<file path="src/rtl/packet_generator_replay_ctrl.sv">
// Frame serializer with a sliding ID window and go-back-N replay from an external buffer.
// New frames are streamed from a local latch; replayed frames are streamed from i_buf_byte.
module packet_generator_replay_ctrl #(
  parameter int unsigned FRAME_WIDTH = 56,
  parameter int unsigned ID_WIDTH    = 3
) (
  input  logic                   i_clk,
  input  logic                   i_arst_n,
  input  logic                   i_frame_valid,
  input  logic [FRAME_WIDTH-1:0] i_frame,
  output logic                   o_frame_ready,
  input  logic                   i_ack_valid,
  input  logic                   i_ack_nack,
  input  logic [ID_WIDTH-1:0]    i_ack_id,
  output logic                   o_tx_valid,
  input  logic                   i_tx_ready,
  output logic [7:0]             o_tx_byte,
  output logic                   o_tx_sof,
  output logic                   o_tx_retry,
  output logic [ID_WIDTH-1:0]    o_tx_id,
  output logic                   o_buf_set_id,
  output logic                   o_buf_wr,
  output logic                   o_buf_rd,
  output logic [ID_WIDTH-1:0]    o_buf_id,
  output logic [7:0]             o_buf_byte,
  input  logic [7:0]             i_buf_byte,
  output logic [ID_WIDTH-1:0]    o_outstanding,
  output logic                   o_replay_active
);

  localparam int unsigned FrameBytes = (FRAME_WIDTH + 7) / 8;
  localparam int unsigned PadBits    = FrameBytes * 8;
  localparam int unsigned CntWidth   = (FrameBytes > 1) ? $clog2(FrameBytes) : 1;
  localparam logic [CntWidth-1:0] LastByte = CntWidth'(FrameBytes - 1);
  localparam logic [ID_WIDTH-1:0] WinMax   = '1;

  typedef enum logic [2:0] {
    StIdle,
    StNewSetid,
    StNewSend,
    StRplSetid,
    StRplSend
  } state_e;

  state_e                 state_q, state_d;
  logic [ID_WIDTH-1:0]    next_id_q, next_id_d;
  logic [ID_WIDTH-1:0]    oldest_id_q, oldest_id_d;
  logic [ID_WIDTH-1:0]    count_q, count_d;
  logic [ID_WIDTH-1:0]    rpl_id_q, rpl_id_d;
  logic                   rpl_pend_q, rpl_pend_d;
  logic [CntWidth-1:0]    cnt_q, cnt_d;
  logic [FRAME_WIDTH-1:0] frame_q, frame_d;

  logic [ID_WIDTH-1:0] ack_dist;
  logic                ack_in_win, ack_now, nack_now;
  logic                accept_ok;
  logic [PadBits-1:0]  frame_pad, frame_sel;
  logic [7:0]          new_byte;
  logic [ID_WIDTH-1:0] count_inc, count_dec, rpl_dist;
  logic                rpl_done;

  // Window membership is a modular distance from the oldest unacknowledged ID.
  assign ack_dist   = i_ack_id - oldest_id_q;
  assign ack_in_win = i_ack_valid && (ack_dist < count_q);
  assign ack_now    = ack_in_win && !i_ack_nack;
  assign nack_now   = ack_in_win && i_ack_nack;

  assign accept_ok     = i_arst_n && (state_q == StIdle) && !rpl_pend_q && (count_q < WinMax);
  assign o_frame_ready = accept_ok;
  assign o_outstanding = count_q;

  // Left-align the payload so short frames pad with zeros at the tail.
  assign frame_pad = PadBits'(frame_q) << (PadBits - FRAME_WIDTH);

  always_comb begin
    frame_sel = frame_pad << {cnt_q, 3'b000};
    new_byte  = frame_sel[PadBits-1 -: 8];
  end

  always_comb begin
    state_d     = state_q;
    next_id_d   = next_id_q;
    oldest_id_d = oldest_id_q;
    count_d     = count_q;
    rpl_id_d    = rpl_id_q;
    rpl_pend_d  = rpl_pend_q;
    cnt_d       = cnt_q;
    frame_d     = frame_q;
    count_inc   = '0;
    count_dec   = '0;
    rpl_dist    = '0;
    rpl_done    = 1'b0;

    o_tx_valid      = 1'b0;
    o_tx_byte       = '0;
    o_tx_sof        = 1'b0;
    o_tx_retry      = 1'b0;
    o_tx_id         = '0;
    o_buf_set_id    = 1'b0;
    o_buf_wr        = 1'b0;
    o_buf_rd        = 1'b0;
    o_buf_id        = '0;
    o_buf_byte      = '0;
    o_replay_active = 1'b0;

    unique case (state_q)
      StIdle: begin
        if (i_frame_valid && accept_ok) begin
          frame_d = i_frame;
          state_d = StNewSetid;
        end else if (rpl_pend_q || nack_now) begin
          state_d = StRplSetid;
        end
      end
      StNewSetid: begin
        o_buf_set_id = 1'b1;
        o_buf_id     = next_id_q;
        cnt_d        = '0;
        state_d      = StNewSend;
      end
      StNewSend: begin
        o_tx_valid = 1'b1;
        o_tx_byte  = new_byte;
        o_tx_sof   = (cnt_q == '0);
        o_tx_id    = next_id_q;
        o_buf_id   = next_id_q;
        o_buf_byte = new_byte;
        o_buf_wr   = i_tx_ready;
        if (i_tx_ready) begin
          if (cnt_q == LastByte) begin
            cnt_d     = '0;
            next_id_d = next_id_q + 1'b1;
            count_inc = ID_WIDTH'(1);
            state_d   = (rpl_pend_q || nack_now) ? StRplSetid : StIdle;
          end else begin
            cnt_d = cnt_q + 1'b1;
          end
        end
      end
      StRplSetid: begin
        o_buf_set_id    = 1'b1;
        o_buf_id        = rpl_id_q;
        o_replay_active = 1'b1;
        cnt_d           = '0;
        // A NACK here re-points the buffer before any replay byte is read.
        state_d         = nack_now ? StRplSetid : StRplSend;
      end
      StRplSend: begin
        o_tx_valid      = 1'b1;
        o_tx_byte       = i_buf_byte;
        o_tx_sof        = (cnt_q == '0);
        o_tx_retry      = 1'b1;
        o_tx_id         = rpl_id_q;
        o_buf_id        = rpl_id_q;
        o_buf_rd        = i_tx_ready;
        o_replay_active = 1'b1;
        if (i_tx_ready) begin
          if (cnt_q == LastByte) begin
            cnt_d    = '0;
            rpl_done = 1'b1;
          end else begin
            cnt_d = cnt_q + 1'b1;
          end
        end
      end
      default: state_d = StIdle;
    endcase

    if (ack_now) begin
      oldest_id_d = i_ack_id + 1'b1;
      count_dec   = ack_dist + 1'b1;
    end else if (nack_now) begin
      oldest_id_d = i_ack_id;
      count_dec   = ack_dist;
      rpl_id_d    = i_ack_id;
      rpl_pend_d  = 1'b1;
    end
    count_d = count_q + count_inc - count_dec;

    // A pending NACK already holds the restart ID in rpl_id, so skip the advance.
    if (rpl_done) begin
      if (rpl_pend_q || nack_now) begin
        state_d = StRplSetid;
      end else begin
        rpl_id_d = rpl_id_q + 1'b1;
        rpl_dist = rpl_id_d - oldest_id_d;
        if ((rpl_id_d == next_id_q) || (rpl_dist >= count_d)) begin
          state_d = StIdle;
        end else begin
          state_d = StRplSetid;
        end
      end
    end

    if (state_d == StRplSetid) begin
      rpl_pend_d = 1'b0;
    end
  end

  always_ff @(posedge i_clk or negedge i_arst_n) begin
    if (!i_arst_n) begin
      state_q     <= StIdle;
      next_id_q   <= '0;
      oldest_id_q <= '0;
      count_q     <= '0;
      rpl_id_q    <= '0;
      rpl_pend_q  <= 1'b0;
      cnt_q       <= '0;
      frame_q     <= '0;
    end else begin
      state_q     <= state_d;
      next_id_q   <= next_id_d;
      oldest_id_q <= oldest_id_d;
      count_q     <= count_d;
      rpl_id_q    <= rpl_id_d;
      rpl_pend_q  <= rpl_pend_d;
      cnt_q       <= cnt_d;
      frame_q     <= frame_d;
    end
  end

endmodule

</file>
<file path="config.mk">
export PLATFORM = sky130hd
export DESIGN_NAME = packet_generator_replay_ctrl
export DESIGN_NICKNAME = d
export VERILOG_FILES = /design/src/rtl/packet_generator_replay_ctrl.sv
export SDC_FILE = /design/constraint.sdc
export NUM_CORES = 1
export LEC_CHECK = 0
export CORE_MARGIN = 4
export CORE_UTILIZATION = 51
export DETAILED_ROUTE_END_ITERATION = 10
export GPL_TIMING_DRIVEN = 0
export PLACE_DENSITY_LB_ADDON = 0.12
export SLEW_MARGIN = 0
export SYNTH_ARGS = -nofsm -noshare
export SYNTH_HDL_FRONTEND = slang
export SYNTH_SLANG_ARGS = --single-unit
</file>
<file path="constraint.sdc">
create_clock -name i_clk -period 4.4 [get_ports i_clk]
set_clock_uncertainty 0.05 [all_clocks]
set_input_delay 0.66 -clock i_clk [delete_from_list [all_inputs] [get_ports i_clk]]
set_output_delay 0.66 -clock i_clk [all_outputs]
set_load 0.01 [all_outputs]
</file>
Word level (Yosys, flattened, before mapping)
Index checks and enable logic that the tools add are counted.
{ "totals": {"register_bits": 75, "inputBits": 73, "out_inout_bits": 33, "wordCells": 94} }
{ "classes": {"addsub": 9, "magnitude_cmp": 3, "eq_ne": 9, "shift": 1, "n_mux": 41, "reduce_logical": 23} }
{ "op_table": {"columns": ["op", "count"], "rows": [
  ["$shl A56 B6 Y56", 1],
  ["$mux W3", 16],
  ["$pmux W3 S2", 3],
  ["$mux W1", 16],
  ["$pmux W8 S2", 1],
  ["$add A3 B1 Y3 const B", 5],
  ["$pmux W3 S5", 1],
  ["$eq A3 B2 Y1 const B", 3],
  ["$sub A3 B3 Y3", 3],
  ["$mux W8", 1],
  ["$reduce_or A2 Y1", 4],
  ["$logic_and A1 B1 Y1", 7],
  ["$eq A3 B3 Y1 const B", 2],
  ["$logic_not A3 Y1", 2],
  ["$mux W2", 3],
  ["$reduce_and A2 Y1", 3],
  ["$ne A2 B1 Y1 const B", 2],
  ["$reduce_bool A2 Y1", 2],
  ["$add A3 B3 Y3", 1],
  ["$eq A3 B1 Y1 const B", 1],
  ["$eq A3 B3 Y1", 1],
  ["$ge A3 B3 Y1", 1],
  ["$lt A3 B3 Y1", 1],
  ["$lt A3 B3 Y1 const B", 1],
  ["other kinds (3)", 5]
]} }

Logic depth before layout (Yosys ltp)
Gate-level depths: netlist (run 1).
{ "logic_depth": {"word_depth": 15, "ltp_mapped": 22, "ltp_nobuf": 22} }

Worst setup path after synthesis (run 1)
Ideal clock, no wire load.
{ "synth_timing": {"kind": "input port to flip-flop", "startpoint": "input port i_ack_id[0]", "endpoint": "register state_q[1]", "setup_time_ns": 0.087, "arrival_time_ns": 4.259, "required_time_ns": 4.263, "path_slack_ns": 0.004, "path_stages": 20, "path_buffers": 0, "cell_sequence": "inv_1 ha_1 inv_1 fa_1 xor2_1 xnor2_1 ha_1 nand2_1 o211ai_2 or2_2 ha_1 inv_1 fa_1 xnor2_1 xnor2_1 xor2_1 ha_1 a21oi_1 a21boi_1 a22oi_1"} }
{ "synth_via": {"elab_chain_cells": 12, "word_cells_on_any_way": 26, "cone_classes": "5 x add/sub; 2 x order compare; 14 x mux; 5 x reduce/logical"} }
{ "synth_rtl": {"columns": ["item", "line", "rtl"], "rows": [
  ["start: declaration", "14", "input logic [ID_WIDTH-1:0] i_ack_id,"],
  ["$sub A3 B3 Y3", "63", "assign ack_dist = i_ack_id - oldest_id_q;"],
  ["$lt A3 B3 Y1", "64", "assign ack_in_win = i_ack_valid && (ack_dist < count_q);"],
  ["$logic_and A1 B1 Y1", "64", null],
  ["$logic_and A1 B1 Y1", "66", "assign nack_now = ack_in_win && i_ack_nack;"],
  ["$mux W3", "172", "end else if (nack_now) begin"],
  ["$mux W3", "169", "if (ack_now) begin"],
  ["$sub A3 B3 Y3 (on tied branches)", "186, 178", null],
  ["$ge A3 B3 Y1", "187", "if ((rpl_id_d == next_id_q) || (rpl_dist >= count_d)) begin"],
  ["$logic_or A1 B1 Y1", "187", null],
  ["$mux W2", "187", null],
  ["$mux W2", "182", "if (rpl_pend_q || nack_now) begin"],
  ["$mux W3 (*)", "181", "if (rpl_done) begin"],
  ["net state_d[1]", "45", "state_e state_q, state_d;"],
  ["end signal: assignment", "202", "state_q <= StIdle;"],
  ["end signal: assignment", "211", "state_q <= state_d;"],
  ["end: declaration", "45", null]
]} }
The timed path passes the listed nets; every way through them passes the cells marked *.
A chain may end at the register's enable or synchronous reset.

Worst setup path in the final report (run 1)
Ends and elaborated chain as after synthesis.

==> results of run 1 <==
[how the worst min path moves through the flow]
stage                                          from                        end  slack, ns  depth (start not counted)
after floorplan                            i_arst_n       cnt_q[0]$_DFFE_PN0P_       0.31                          0
after global placement    frame_pad[11]$_DFFE_PN0P_  frame_pad[11]$_DFFE_PN0P_       0.44                          1
after detailed placement  frame_pad[54]$_DFFE_PN0P_  frame_pad[54]$_DFFE_PN0P_       0.44                          1
after CTS                                  i_arst_n  frame_pad[32]$_DFFE_PN0P_       0.19                          1
after global routing                       i_arst_n  frame_pad[12]$_DFFE_PN0P_       0.21                          1
final                                      i_arst_n  frame_pad[12]$_DFFE_PN0P_       0.19                          1
[registers in the layout, indices dropped and copies added, names as in the netlist]
signal         flops
oldest_id_q        3
o_outstanding      3
cnt_q              3
rpl_pend_q         1
next_id_q          3
rpl_id_q           3
state_q            3
frame_pad         56
[report_power, final]
group / leakage (nW) / total [W] / internal, W / switching [W]
Clock: 0.113 / 0.000604 / 0.000336 / 0.000268
Combinational: 1.77 / 0.00301 / 0.00166 / 0.00135
Sequential: 0.916 / 0.00124 / 0.00102 / 0.000223
[through the flow]
step	setup WS, ns	util (%)	std cells
floorplan	0.00427	-	380
global placement	-1.07	67.5	589
detailed placement	-0.971	67.8	590
CTS	0.0676	71.0	608
global route	-0.0839	71.8	611
finish	0.0741	71.8	611
[final cells by class]
type                    instances  area [um^2]
well taps                     105          131
clock buffers                  10          138
multi-input cells             263         2410
clock inverters                 5         86.3
inverters                      20         77.6
fillers                       621         2370
flip-flops and latches         75         1880
plain buffers                  22          180
repair buffers                111         1110
[Yosys cell counts, types with 2 or more instances]
cell type and count:
a21oi_1 16, xnor2_1 13, mux2_2 16, a21o_1 10, o21ai_0 17, inv_1 20, and4b_1 2, nand3_1 2
nor2_1 30, mux2i_1 11, buf_6 8, dfrtp_1 75, ha_1 14, mux4_2 8, buf_2 5, fa_1 3
xor2_1 7, nor3_1 2, and2_1 2, nand2b_1 4, a22oi_1 4, nand2_1 23, mux2_4 40, clkbuf_1 5
o22ai_1 2, o2111ai_1 2, nor2b_1 7, a211oi_1 9, nand4_1 2
[logic make-up (layout without fill, tap and decap cells)]
kind of cell / Yosys count / count (layout)
and+or+nand+nor: 84 / 84
AOI/OAI and AO/OA: 67 / 67
xor gates and xnor gates: 20 / 20
muxes: 75 / 75
adders and majority gates: 17 / 17
DFF: 75 / 75
buffers and inverters: 42 / 168
[what timing repair did]
action	4_1_cts	5_1_grt
endpoints found under the setup margin	2	2
resized for setup	13	15
setup buffers	3	3
pin swaps	7	15
hold endpoints to repair	0	0
[per-layer routing]
metal | part of all wire (%) | GRT usage [%] | vias up
met5 | 0 | 0 | -
met3 | 6.0 | 6.54 | 14
met2 | 52 | 39.6 | 121
li1 | - | - | 1579
met1 | 41 | 28.4 | 1649
met4 | 1.5 | 5.73 | 0
==> metrics.cfg, run 1 <==
[yosys]
synth_area_leaders = dfrtp_1 (42%), mux2_4 (13%), mux2_2 (4.0%), mux4_2 (4.0%), ha_1 (3.9%)
synth-xor-area-share_pct = 3.91
synth_top_family_by_area = multiplexers
ys.warnings.count = 0
syn_area_per_cell_um2 = 11.8
synth_top_area_share_pct = 41.8
synth_fp_nets = 470
synthMuxAreaShare_pct = 23.9
ys_seq_area_share_pct = 41.8
synth_seq_cells = 75
async_flop_share_pct = 100
synthAdderAreaFrac_pct = 5.24
synth-compound-area-share_pct = 9.60
netlist_area_mm2 = 0.00449
synth.largest_area_cell = dfrtp_1
synth_edf_count = 0
synth_simple_gate_area_share_pct = 9.85
ys.flop_type = dfrtp_1
synthCells = 380
ys_types = 50

[route]
vias_per_cell = 5.50
drtPass1Iterations = 5
route.detailed.drc = 0
ant_nets = 0
drt_iter0_drc = 100
finalWirelength_um = 11000
num_vias = 3363
wire_per_inst_um = 18.0

[sta]
slew_headroom_pct = 63.7
hold_viol_final = 0
worst_slew_pin_slew_ns = 0.545
slew_violations = 0
finalSetupViolCount = 0
fin_crit_ns = 4.33
finalCritPeriodShare_pct = 98.3
holdWs_ns = 0.190
fin_setup_tns_ns = 0
max_freq_mhz = 231
rsz0062_at_grt = yes

[final_layout]
drive_gt1_share_pct = 25.5
final_nets = 592
syn_to_final_growth_pct = 34.1
diodes = 0
final_common_cell = clkdlybuf4s50_1
fin_area_mm2 = 0.00602
mostFrequentLayoutCells = clkdlybuf4s50_1 (101), dfrtp_1 (75), mux2_4 (40)

[worst_setup_path]
slowest_stage = fa_2
r2r_setup_slack_ns = 0.13
cp_num_buf_inv = 5
r2r_start = oldest_id_q[0]$_DFF_PN0_
path_max_fanout = 4
crit_path_start = i_ack_id[0]
path_depth = 23
worstPathCellList = buf_8, inv_4, ha_4, inv_2, fa_2, xor2_1, xnor2_1, ha_1, nand2_2, o211ai_4, nor2_2, ha_1, inv_1, ha_2, inv_2, fa_2, xnor2_2, xnor2_2, xor2_1, ha_1, a21oi_2, a21boi_2, a22oi_1
crit_path_end_kind = flip-flop
critPathLaunchType = input pin
crit_family = adder cells
max_stage_delay_ns = 0.40
crit_end = state_q[1]$_DFF_PN0_
critPathRequiredTime_ns = 4.61
crit_type = in2reg
cp_common_cell = ha_1
r2r-end = state_q[1]$_DFF_PN0_
critPathArrivalTime_ns = 4.54
reg2reg_depth = 21

[clock_network]
clock_latency_ns = 0.35
h-tree-depth = 3
clock_path_buffers = 2
cts.sinks = 75
cts_hold_buf = 0
cts_tree = yes
root_buffer = clkbuf_8
numCtsBuffers = 9
clkSlewWorstSetupHoldPaths_ns = 0.08

[place]
port_buffers = 104
hpwl_um = 8280
postPlaceCellArea_mm2 = 0.00568
finalWeightedCongestion = 0.827

[floorplanning]
die_h_um = 102
fp.dieArea_mm2 = 0.0104
die_w_um = 102
rows = 33
initial_core_util_pct = 53.5
io_pins = 106
core_mm2 = 0.00838

[hold_path]
hold_class = in2async

[grt]
grt_start_max_net_pins = 48
grt-ovfl-total = 0
grt_pass1_wl_um = 18100
grt_pass1_vias = 3584
grt_usage_pct = 23.0
antenna_found_initial = 0

[run_status]
status = finished clean

[pwr]
power_leakage_nw = 2.79
p_per_area_mw_per_mm2 = 807
ir_drop_v = 0.000399
power_w = 0.00486

[job]
max_cap_violations = 0

No activity file was read; power rests on OpenSTA's default activity.
==> inputs of run 2 (changes only) <==
- CORE_UTILIZATION: 51 -> 46
- clock period: 4.4 -> 3.75 ns (I/O delays scaled with it)
==> run 2 against run 1 <==
The run now ends with setup timing left. Worst setup slack got worse by 0.38 ns. Non-clock buffer count did not move. Final area rose by 1.5%. Sequential share of layout area fell by 0.47 points. Sequential cell count did not move. Via count fell by 1.4%. Global-route usage fell by 3.0 points. First-iteration DRC count rose by 20%. Utilization fell by 6.6 points.
==> metrics.cfg, run 2 (synthesis results as in run 1) <==
[floorplanning]
rows = 35
initial_core_util_pct = 47.9
die_w_um = 107
fp.dieArea_mm2 = 0.0114
core_mm2 = 0.00937
die_h_um = 107
io_pins = 106

[pwr]
p_per_area_mw_per_mm2 = 947
ir_drop_v = 0.000556
power_leakage_nw = 2.81

[sta]
holdWs_ns = 0.461
hold_viol_final = 0
rsz0062_at_grt = yes
fin_crit_ns = 4.06
slew_headroom_pct = 63.9
slew_violations = 0
timing.final.ws_setup_ns = -0.311
worst_slew_pin_slew_ns = 0.541
max_freq_mhz = 246
finalCritPeriodShare_pct = 108
finalSetupViolCount = 2

[clock_network]
clkSlewWorstSetupHoldPaths_ns = 0.08
numCtsBuffers = 9
clock_latency_ns = 0.34
cts.sinks = 75
clock_path_buffers = 2
cts_tree = yes
root_buffer = clkbuf_8
h-tree-depth = 3

[worst_setup_path]
crit_path_start = i_ack_id[1]
r2r_setup_slack_ns = -0.30
path_max_fanout = 4
critPathRequiredTime_ns = 3.95
critPathLaunchType = input pin
reg2reg_depth = 21
r2r_start = oldest_id_q[0]$_DFF_PN0_
crit_type = in2reg
critPathArrivalTime_ns = 4.27
r2r-end = state_q[1]$_DFF_PN0_
crit_path_end_kind = flip-flop

[run_status]
failed_checks = setup timing
status = finished, violations left

[hold_path]
hp-start = frame_pad[1]$_DFFE_PN0P_
hold_depth = 1
hold_path_end = frame_pad[1]$_DFFE_PN0P_
hold_class = reg2reg

[grt]
grt_pass1_wl_um = 17700
antenna_found_initial = 0
grt_start_max_net_pins = 74
grt_usage_pct = 20.0
grt-ovfl-total = 0
grt_pass1_vias = 3559

[route]
num_vias = 3316
route.detailed.drc = 0
wire_per_inst_um = 17.2
finalWirelength_um = 10900
drtPass1Iterations = 4
drt_iter0_drc = 120
ant_nets = 0
vias_per_cell = 5.23

[job]
max_cap_violations = 0

[final_layout]
drive_gt1_share_pct = 25.9
final_common_cell = clkdlybuf4s50_1
largest_reg_flops = 56
syn_to_final_growth_pct = 36.2
final_cells = 634
diodes = 0
nFillCells = 785
final_nets = 592
mostFrequentLayoutCells = clkdlybuf4s50_1 (101), dfrtp_1 (75), mux2_4 (40)

[place]
port_buffers = 104
dp_slack_ns = -1.39
finalWeightedCongestion = 0.809
hpwl_um = 8220
dp_cells = 614

run 2: where the power goes:
| group | leakage [nW] | switching [W] | total (W) | internal [W] |
|---|---|---|---|---|
| combinational | 1.78 | 0.00161 | 0.00360 | 0.00199 |
| sequential | 0.916 | 0.000264 | 0.00146 | 0.00119 |
| clock | 0.115 | 0.000295 | 0.000730 | 0.000435 |
run 2: how the worst max path moves through the flow:
stage	to	slack, ns
5_1_grt	state_q[1]$_DFF_PN0_	-0.50
2_1_floorplan	state_q[1]$_DFF_PN0_	-0.37
6_report	state_q[1]$_DFF_PN0_	-0.31
4_1_cts	state_q[1]$_DFF_PN0_	-0.34
3_5_place_dp	state_q[1]$_DFF_PN0_	-1.39
3_3_place_gp	o_frame_ready	-1.57
run 2: final cells by class:
class,instances,area (um^2),area share [%]
timing repair buffer,111,1110,18.2
sequential,75,1880,30.7
inverter,20,87.6,1.43
clock inverter,5,104,1.70
buffer,22,180,2.95
clock buffer,9,124,2.03
multi-input combinational,263,2460,40.3
tap,129,161,2.64
run 2: routing by layer:
| layer | share of wire [%] | up-vias | track usage [%] |
|---|---|---|---|
| li1 | - | 1576 | - |
| met1 | 42 | 1624 | 25.4 |
| met2 | 50 | 102 | 33.2 |
| met3 | 6.5 | 14 | 4.39 |
| met4 | 1.7 | 0 | 7.85 |
| met5 | 0 | - | 0 |
run 2: through the flow:
step           power (W)  util, %  TNS, ns  area [um^2]
2_1_floorplan    0.00369        -   -0.737         4550
3_3_place_gp     0.00469     61.4  -119.98         5750
3_5_place_dp     0.00479     61.6    -3.89         5780
4_1_cts          0.00573     64.6   -0.664         6050
5_1_grt          0.00624     65.2   -0.922         6110
6_report         0.00578     65.2   -0.579         6110
run 2: timing repair:
item | CTS | global route
endpoints found under the setup margin | 4 | 2
resized for setup | 11 | 6
hold buffers | 1 | 0
pin swaps | 7 | 1
hold endpoints to repair | 4 | 0
setup buffers | 3 | 2
run 2: worst max-delay path, stage by stage:
cell and delay (ns):
dlygate4sd2_1 0.30, fa_2 0.43, xor2_2 0.18, xnor2_2 0.17, ha_4 0.30, nand2_4 0.06
o211ai_4 0.20, nor2_1 0.06, ha_1 0.26, inv_1 0.06, ha_2 0.16, inv_2 0.04
fa_2 0.34, xnor2_2 0.15, xnor2_2 0.15, xor2_1 0.17, ha_1 0.29, a21oi_2 0.15
a21boi_2 0.09, a22oi_1 0.15
==> inputs of run 3 (changes only) <==
- SETUP_SLACK_MARGIN: unset -> 0.02
- SLEW_MARGIN: 0 -> unset
==> results of run 3 <==
No change in the layout: final DEF, timing and power equal those of run 2.
